**src/rtl/mem_request_arbiter_if.sv**
```systemverilog
// Arbiter-to-cache-controller bus: one read-address channel with fixed-latency
// read data, and one write channel.
interface ArbiterControllerIF #(parameter int ADDR_W = 32);
    logic              raddr_valid;
    logic [ADDR_W-1:0] raddr;
    logic              waddr_valid;
    logic [ADDR_W-1:0] waddr;
    logic [31:0]       wdata;
    logic [31:0]       rdata;

    modport Arbiter (
        output raddr_valid, raddr, waddr_valid, waddr, wdata,
        input  rdata
    );

    modport Controller (
        input  raddr_valid, raddr, waddr_valid, waddr, wdata,
        output rdata
    );
endinterface

```
**src/rtl/mem_request_arbiter.sv**
```systemverilog
// Arbitrates IF/LS reads and LS writes onto one cache controller port and
// routes fixed-latency read data back. Define ARB_RR_EN for round-robin reads.
module mem_request_arbiter #(
    parameter int RD_LAT = 2,
    parameter int ADDR_W = 32
) (
    input  logic              clk,
    input  logic              rst,
    input  logic              if_rreq_valid,
    output logic              if_rreq_ready,
    input  logic [ADDR_W-1:0] if_rreq_addr,
    input  logic              ls_rreq_valid,
    output logic              ls_rreq_ready,
    input  logic [ADDR_W-1:0] ls_rreq_addr,
    input  logic              ls_wreq_valid,
    output logic              ls_wreq_ready,
    input  logic [ADDR_W-1:0] ls_wreq_addr,
    input  logic [31:0]       ls_wreq_data,
    output logic              if_rsp_valid,
    output logic              ls_rsp_valid,
    output logic [31:0]       rsp_data,
    ArbiterControllerIF.Arbiter arbiter
);
    logic              w_acc, lw_vld;
    logic [ADDR_W-3:0] lw_word;
    logic              if_haz, ls_haz, if_ok, ls_ok;
    logic              gnt_if, gnt_ls, r_issue;
    logic [ADDR_W-1:0] r_sel, raddr_q, waddr_q;
    logic [31:0]       wdata_q;
    logic [RD_LAT:1]   vld_pipe, own_pipe;

    // Writes never stall; only reset withholds ready.
    assign ls_wreq_ready = rst;
    assign w_acc         = rst & ls_wreq_valid;

    // A read must not overtake a write to the same word still on its way in.
    assign if_haz = (w_acc  && (if_rreq_addr[ADDR_W-1:2] == ls_wreq_addr[ADDR_W-1:2])) ||
                    (lw_vld && (if_rreq_addr[ADDR_W-1:2] == lw_word));
    assign ls_haz = (w_acc  && (ls_rreq_addr[ADDR_W-1:2] == ls_wreq_addr[ADDR_W-1:2])) ||
                    (lw_vld && (ls_rreq_addr[ADDR_W-1:2] == lw_word));
    assign if_ok  = rst & if_rreq_valid & ~if_haz;
    assign ls_ok  = rst & ls_rreq_valid & ~ls_haz;

`ifdef ARB_RR_EN
    logic ls_turn;
    assign gnt_ls = ls_ok & (~if_ok | ls_turn);
    assign gnt_if = if_ok & ~gnt_ls;

    always_ff @(posedge clk or negedge rst) begin
        if (!rst)
            ls_turn <= 1'b0;
        else if (r_issue && if_rreq_valid && ls_rreq_valid)
            ls_turn <= gnt_if;
    end
`else
    assign gnt_ls = ls_ok;
    assign gnt_if = if_ok & ~ls_ok;
`endif

    assign if_rreq_ready = gnt_if;
    assign ls_rreq_ready = gnt_ls;
    assign r_issue       = gnt_if | gnt_ls;
    assign r_sel         = gnt_ls ? ls_rreq_addr : if_rreq_addr;

    assign arbiter.raddr_valid = r_issue;
    assign arbiter.raddr       = r_issue ? r_sel : raddr_q;
    assign arbiter.waddr_valid = w_acc;
    assign arbiter.waddr       = w_acc ? ls_wreq_addr : waddr_q;
    assign arbiter.wdata       = w_acc ? ls_wreq_data : wdata_q;

    always_ff @(posedge clk or negedge rst) begin
        if (!rst) begin
            lw_vld   <= 1'b0;
            vld_pipe <= '0;
            own_pipe <= '0;
        end else begin
            lw_vld      <= w_acc;
            vld_pipe[1] <= r_issue;
            own_pipe[1] <= gnt_ls;
            for (int k = 2; k <= RD_LAT; k++) begin
                vld_pipe[k] <= vld_pipe[k-1];
                own_pipe[k] <= own_pipe[k-1];
            end
        end
    end

    // Bus payloads hold across idle cycles and reset; no reset needed.
    always_ff @(posedge clk) begin
        lw_word <= ls_wreq_addr[ADDR_W-1:2];
        if (r_issue) raddr_q <= r_sel;
        if (w_acc) begin
            waddr_q <= ls_wreq_addr;
            wdata_q <= ls_wreq_data;
        end
    end

    assign if_rsp_valid = vld_pipe[RD_LAT] & ~own_pipe[RD_LAT];
    assign ls_rsp_valid = vld_pipe[RD_LAT] &  own_pipe[RD_LAT];
    assign rsp_data     = arbiter.rdata;
endmodule

```
**src/flat_wrapper.sv**
```systemverilog
// flat-port wrapper written by rule: the top's interface ports become plain ports
module mem_request_arbiter_flat 
#(
    parameter int RD_LAT = 2,
    parameter int ADDR_W = 32
)
  (clk, rst, if_rreq_valid, if_rreq_ready, if_rreq_addr, ls_rreq_valid, ls_rreq_ready, ls_rreq_addr, ls_wreq_valid, ls_wreq_ready, ls_wreq_addr, ls_wreq_data, if_rsp_valid, ls_rsp_valid, rsp_data, arbiter_raddr_valid, arbiter_raddr, arbiter_waddr_valid, arbiter_waddr, arbiter_wdata, arbiter_rdata);
  ArbiterControllerIF #(.ADDR_W(ADDR_W)) arbiter_i ();
  input  logic clk;
  input  logic rst;
  input  logic if_rreq_valid;
  output logic if_rreq_ready;
  input  logic [ADDR_W-1:0] if_rreq_addr;
  input  logic ls_rreq_valid;
  output logic ls_rreq_ready;
  input  logic [ADDR_W-1:0] ls_rreq_addr;
  input  logic ls_wreq_valid;
  output logic ls_wreq_ready;
  input  logic [ADDR_W-1:0] ls_wreq_addr;
  input  logic [31:0] ls_wreq_data;
  output logic if_rsp_valid;
  output logic ls_rsp_valid;
  output logic [31:0] rsp_data;
  output wire logic [$bits(arbiter_i.raddr_valid)-1:0] arbiter_raddr_valid;
  output wire logic [$bits(arbiter_i.raddr)-1:0] arbiter_raddr;
  output wire logic [$bits(arbiter_i.waddr_valid)-1:0] arbiter_waddr_valid;
  output wire logic [$bits(arbiter_i.waddr)-1:0] arbiter_waddr;
  output wire logic [$bits(arbiter_i.wdata)-1:0] arbiter_wdata;
  input wire logic [$bits(arbiter_i.rdata)-1:0] arbiter_rdata;
  assign arbiter_raddr_valid = arbiter_i.raddr_valid;
  assign arbiter_raddr = arbiter_i.raddr;
  assign arbiter_waddr_valid = arbiter_i.waddr_valid;
  assign arbiter_waddr = arbiter_i.waddr;
  assign arbiter_wdata = arbiter_i.wdata;
  assign arbiter_i.rdata = arbiter_rdata;
  mem_request_arbiter #(.RD_LAT(RD_LAT), .ADDR_W(ADDR_W)) u_core (.clk(clk), .rst(rst), .if_rreq_valid(if_rreq_valid), .if_rreq_ready(if_rreq_ready), .if_rreq_addr(if_rreq_addr), .ls_rreq_valid(ls_rreq_valid), .ls_rreq_ready(ls_rreq_ready), .ls_rreq_addr(ls_rreq_addr), .ls_wreq_valid(ls_wreq_valid), .ls_wreq_ready(ls_wreq_ready), .ls_wreq_addr(ls_wreq_addr), .ls_wreq_data(ls_wreq_data), .if_rsp_valid(if_rsp_valid), .ls_rsp_valid(ls_rsp_valid), .rsp_data(rsp_data), .arbiter(arbiter_i));
endmodule
```
**config.mk**
```make
export PLATFORM = sky130hd
export DESIGN_NAME = mem_request_arbiter_flat
export DESIGN_NICKNAME = d
export VERILOG_FILES = /design/src/rtl/mem_request_arbiter_if.sv /design/src/rtl/mem_request_arbiter.sv /design/src/flat_wrapper.sv
export SDC_FILE = /design/constraint.sdc
export NUM_CORES = 1
export LEC_CHECK = 0
export CAP_MARGIN = 20
export CORE_MARGIN = 2
export CORE_UTILIZATION = 40
export DETAILED_ROUTE_END_ITERATION = 7
export GPL_TIMING_DRIVEN = 0
export PLACE_DENSITY = 0.8
export SYNTH_ARGS = -nofsm -noshare
export SYNTH_HDL_FRONTEND = slang
export SYNTH_SLANG_ARGS = --single-unit
```
**constraint.sdc**
```tcl
create_clock -name clk -period 2.9 [get_ports clk]
set_input_delay 0.58 -clock clk [delete_from_list [all_inputs] [get_ports clk]]
set_output_delay 0.58 -clock clk [all_outputs]
set_load 0.005 [all_outputs]
```
Word level (Yosys, flattened, before mapping)
Index checks and enable logic that the tools add are counted.
{"block": "totals", "register_bits": 131, "input_bits": 165, "out_inout_bits": 135, "elab_cells": 34}
{"block": "classes", "n_eq_ne": 4, "n_mux": 4, "n_bitwise": 13, "n_reduce_logical": 6}
{"op": "$mux W32", "count": 4}
{"op": "$eq A30 B30 Y1", "count": 4}
{"op": "$and A1 B1 Y1", "count": 8}
{"op": "$logic_and A1 B1 Y1", "count": 4}
{"op": "$not A1 Y1", "count": 4}
{"op": "$logic_or A1 B1 Y1", "count": 2}
{"op": "$or A1 B1 Y1", "count": 1}

Longest topological paths before layout
{"block": "logic_depth", "ltp_word": 9, "depth_mapped": 8, "ltp_nobuf": 7}

Worst setup path after synthesis
OpenSTA, ideal clock, no wires.
{"block": "synth_timing", "path_kind": "in2out", "start": "input port ls_rreq_addr[13]", "end": "output port arbiter_raddr[22]", "arrival_time_ns": 1.994, "t_required_ns": 2.320, "slack_ns": 0.326, "stages": 8, "path_buffers": 2, "cell_sequence": "xnor2_1 nand4_1 or4_4 o22ai_4 or2_1 buf_4 buf_6 a31oi_1"}
{"block": "synth_via", "elab_chain_len": 9, "elab_cells_between_ends": 12, "cone_classes": "eq/ne: 2; mux: 2; bitwise: 5; reduce/logical: 3"}
{"element": "from (decl)", "line": "flat_wrapper.sv:16", "rtl": "input logic [ADDR_W-1:0] ls_rreq_addr;"}
{"element": "$eq A30 B30 Y1 (on tied branches)", "line": "mem_request_arbiter.sv:39, mem_request_arbiter.sv:40"}
{"element": "$logic_and A1 B1 Y1 (on tied branches)", "line": "mem_request_arbiter.sv:39, mem_request_arbiter.sv:40"}
{"element": "$logic_or A1 B1 Y1 *", "line": "mem_request_arbiter.sv:39", "rtl": "assign ls_haz = (w_acc && (ls_rreq_addr[ADDR_W-1:2] == ls_wreq_addr[ADDR_W-1:2])) ||"}
{"element": "$not A1 Y1 *", "line": "mem_request_arbiter.sv:42", "rtl": "assign ls_ok = rst & ls_rreq_valid & ~ls_haz;"}
{"element": "$and A1 B1 Y1 *", "line": "mem_request_arbiter.sv:42"}
{"element": "$not A1 Y1", "line": "mem_request_arbiter.sv:57", "rtl": "assign gnt_if = if_ok & ~ls_ok;"}
{"element": "$and A1 B1 Y1", "line": "mem_request_arbiter.sv:57"}
{"element": "$or A1 B1 Y1", "line": "mem_request_arbiter.sv:62", "rtl": "assign r_issue = gnt_if | gnt_ls;"}
{"element": "$mux W32 *", "line": "mem_request_arbiter.sv:66", "rtl": "assign arbiter.raddr = r_issue ? r_sel : raddr_q;"}
{"element": "to (decl)", "line": "flat_wrapper.sv:25", "rtl": "output wire logic [$bits(arbiter_i.raddr)-1:0] arbiter_raddr;"}
Mark *: on every way between the ends. The rest lies on a longest branch, timed or not.

Worst setup path after layout
{"block": "layout_timing", "start": "input port ls_rreq_addr[8]", "end": "output port arbiter_raddr[8]"}
{"block": "layout_via", "elab_chain_len": 9, "elab_cells_between_ends": 12, "cone_classes": "eq/ne: 2; mux: 2; bitwise: 5; reduce/logical: 3"}
{"element": "$eq A30 B30 Y1 (on tied branches)", "line": "mem_request_arbiter.sv:39, mem_request_arbiter.sv:40"}
{"element": "$logic_and A1 B1 Y1 (on tied branches)", "line": "mem_request_arbiter.sv:39, mem_request_arbiter.sv:40"}
{"element": "$logic_or A1 B1 Y1", "line": "mem_request_arbiter.sv:39"}
{"element": "$not A1 Y1", "line": "mem_request_arbiter.sv:42"}
{"element": "$and A1 B1 Y1", "line": "mem_request_arbiter.sv:42"}
{"element": "$not A1 Y1", "line": "mem_request_arbiter.sv:57"}
{"element": "$and A1 B1 Y1", "line": "mem_request_arbiter.sv:57"}
{"element": "$or A1 B1 Y1", "line": "mem_request_arbiter.sv:62"}
{"element": "$mux W32 *", "line": "mem_request_arbiter.sv:66"}
Marked as above.

==> impl_metrics.ini <==
[detailed_routing]
firstDrtPassIters = 4
drcViolationCount = 0
wirelength_um = 25500
drtIter0Drc = 430
ant_nets = 0
viasPerCell = 5.54
via_count = 6130
wl_per_cell_um = 23.0

[placement]
place.gp.congestion = 0.924
port_buffers = 267
dp_hpwl_um = 17000
place_area_um2 = 8870
place_inst = 1029

[logic_synthesis]
synth.net_count = 743
yosysTopAreaCell = dfxtp_1
synth_seq_area_share_pct = 44.4
synth.avg_cell_area_um2 = 10.3
synth.most_common_cell = dfxtp_1
yosysWarnings = 0
syn_area_um2 = 5960
async_flop_share_pct = 3.82
synth_seq_cells = 131
synth_edf_count = 0
yosys-top-cells-count = 126 x dfxtp_1, 71 x xor2_1, 64 x mux2_2
netlist_instances = 578
yosys-top-cells-area = dfxtp_1 42%, mux2_2 12%, xor2_1 10%, xnor2_1 7.2%, buf_4 4.3%
synthFlopType = dfxtp_1
synth_cell_type_count = 30
synth_top_area_share_pct = 42.3

[clock_tree]
cts_inserted_buffers = 17
clockBufferDepth = 2
clock-sinks = 131
clk_pin_slew_ps = 50
clock_latency_ps = 430
cts_tree = done
cts-root-buf = clkbuf_16
cts.htree.levels = 4

[power]
ir_drop_v = 0.000561
cellLeakagePower_nw = 4.29
powerDensity_nw_per_um2 = 541

[die]
num_rows = 44
die_h_um = 126
io_pins = 300
dieArea_um2 = 15900
die_w_um = 126
core_um2 = 14500
initial_core_util_pct = 41.0

[sta]
hold_viol = 0
drv_slew = 0
tns_ps = -9890
slew_headroom_pct = 49.7
setup_viol = 35
fin_crit_sh_pct = 112
post-route-min-period_ps = 3250
skew_ps = 9.05
worstMarginPinSlew_ps = 754
clock.fmax_mhz = 308
fin_ws_ps = -346
rsz0062_at_grt = yes

[worst_setup_path]
slowest_stage = dlygate4sd2_1
crit_type = in -> out
cp_max_fo = 5
crit_required_ps = 2320
r2r_cells = 11
crit_path_end_kind = output port
worstPathArrival_ps = 2670
crit_path_max_incr_delay_ps = 290
critPathLaunchType = input port
cp_num_cells = 11
path_buf_inv = 5
crit_chain = dlygate4sd2_1 -> xor2_1 -> nor3_2 -> nand4_1 -> o22ai_4 -> or2_1 -> buf_6 -> buf_12 -> buf_16 -> a31oi_4 -> buf_2
cp_top_family = buffers and inverters

[layout]
final_area_um2 = 10800
finalNetCount = 1074
fillCellCount = 973
fin_cells = 1107
layout-area-overhead-vs-synth_pct = 81.4
multi_input_area_um2 = 4040
final-seq-area_um2 = 2670
final_layout_size_suffix_gt1_share_pct = 47.9

[global_routing]
antenna_found_initial = 1
top_usage_layer = met2
grt_max_degree = 17
grt.met2_usage_pct = 53.6
grt_pass1_vias = 6385
grt_pass1_wl_um = 36300
track_usage_pct = 29.9
overflow = 0
globalRouteMet1Util_pct = 32.9
grt_use_met3_pct = 10.7

[hold_path]
whs_path_depth = 1
hp-class = in -> reg

[status]
outcome = finished with violations
violations = negative setup slack

[run]
cap_violations = 0
-- cell families after synthesis --
family	share of synthesized area [%]
simple gates	12.5
flops	44.4
xor+xnor	17.6
compound gates	6.84
mux	12.1
buf+inv	6.55
-- final timing paths --
path,slack (ps),end,startpoint
worst max-delay path,-350,arbiter_raddr[8],ls_rreq_addr[8]
worst min-delay path,340,u_core.lw_word[10]$_DFF_P_,ls_wreq_addr[12]
worst max register to register,450,u_core.raddr_q[8]$_DFF_P_,u_core.lw_word[21]$_DFF_P_
worst min register to register,350,u_core.own_pipe[2]$_DFF_PN0_,u_core.own_pipe[1]$_DFF_PN0_
max in group asynchronous,2020,u_core.own_pipe[2]$_DFF_PN0_,rst
min in group asynchronous,640,u_core.lw_vld$_DFF_PN0_,rst
-- placed cells by master, fill, tap and decap left out, types with 5 or more instances in the layout --
| cell type | n |
|---|---|
| clkdlybuf4s15_2 | 22 |
| clkbuf_8 | 9 |
| nand3_1 | 33 |
| xnor2_1 | 14 |
| xor2_2 | 21 |
| dlygate4sd2_1 | 11 |
| buf_4 | 64 |
| o21ai_1 | 7 |
| dfxtp_1 | 115 |
| a31oi_1 | 6 |
| buf_6 | 20 |
| o21ai_0 | 24 |
| nor3_1 | 28 |
| buf_2 | 65 |
| clkbuf_2 | 21 |
| nand4_1 | 24 |
| dfrtp_1 | 5 |
| a31oi_4 | 22 |
| xor2_1 | 47 |
| clkdlybuf4s50_1 | 140 |
| dfxtp_2 | 9 |
| clkbuf_16 | 18 |
| nor4_1 | 8 |
| clkbuf_1 | 6 |
| mux2_2 | 64 |
| xnor2_2 | 33 |
| nor4_2 | 14 |
-- timing repair --
| action | 4_1_cts | 5_1_grt |
|---|---|---|
| hold buffers | 1 | 0 |
| setup buffers | 30 | 11 |
| pin swaps | 71 | 39 |
| resized for setup | 561 | 129 |
| cloned | 3 | 1 |
| endpoints found under the setup margin | 134 | 76 |
| endpoints found under the hold margin | 5 | 0 |
-- power breakdown --
part / switching (mW) / leakage, nW / total (mW) / internal, mW
Combinational: 0.691 / 2.88 / 1.57 / 0.876
Sequential: 0.0784 / 1.13 / 2.11 / 2.03
Clock: 0.883 / 0.287 / 2.18 / 1.30
-- per-stage QoR --
step,hold WS [ps],util (%),power (mW),worst slack [ps]
global placement,331,61.0,3.45,-1820
global route,340,74.4,6.05,-420
floorplan,284,-,2.63,326
CTS,339,71.2,5.70,-264
detailed placement,338,61.0,3.47,-1820
finish,344,74.4,5.85,-346
-- area by class of cell --
type	count	share of cell area, %
Antenna cell	1	0.0231
Multi-Input combinational cell	384	37.3
Inverter	2	0.116
Clock buffer	18	4.06
Tap cell	184	2.13
Sequential cell	131	24.6
Clock inverter	14	1.40
Timing Repair Buffer	312	25.4
Buffer	61	4.88
-- state kept, by name (all words and copies together), names as in the netlist --
signal / flops
u_core.raddr_q: 32
u_core.waddr_q: 32
u_core.wdata_q: 32
u_core.lw_word: 30
u_core.own_pipe: 2
u_core.vld_pipe: 2
u_core.lw_vld: 1
-- per-layer routing --
metal	vias up	part of all wire, %
met4	0	3.0
li1	2705	-
met1	2988	36
met3	68	9.2
met2	369	51
met5	-	0
No activity file was read; power rests on OpenSTA's default activity.
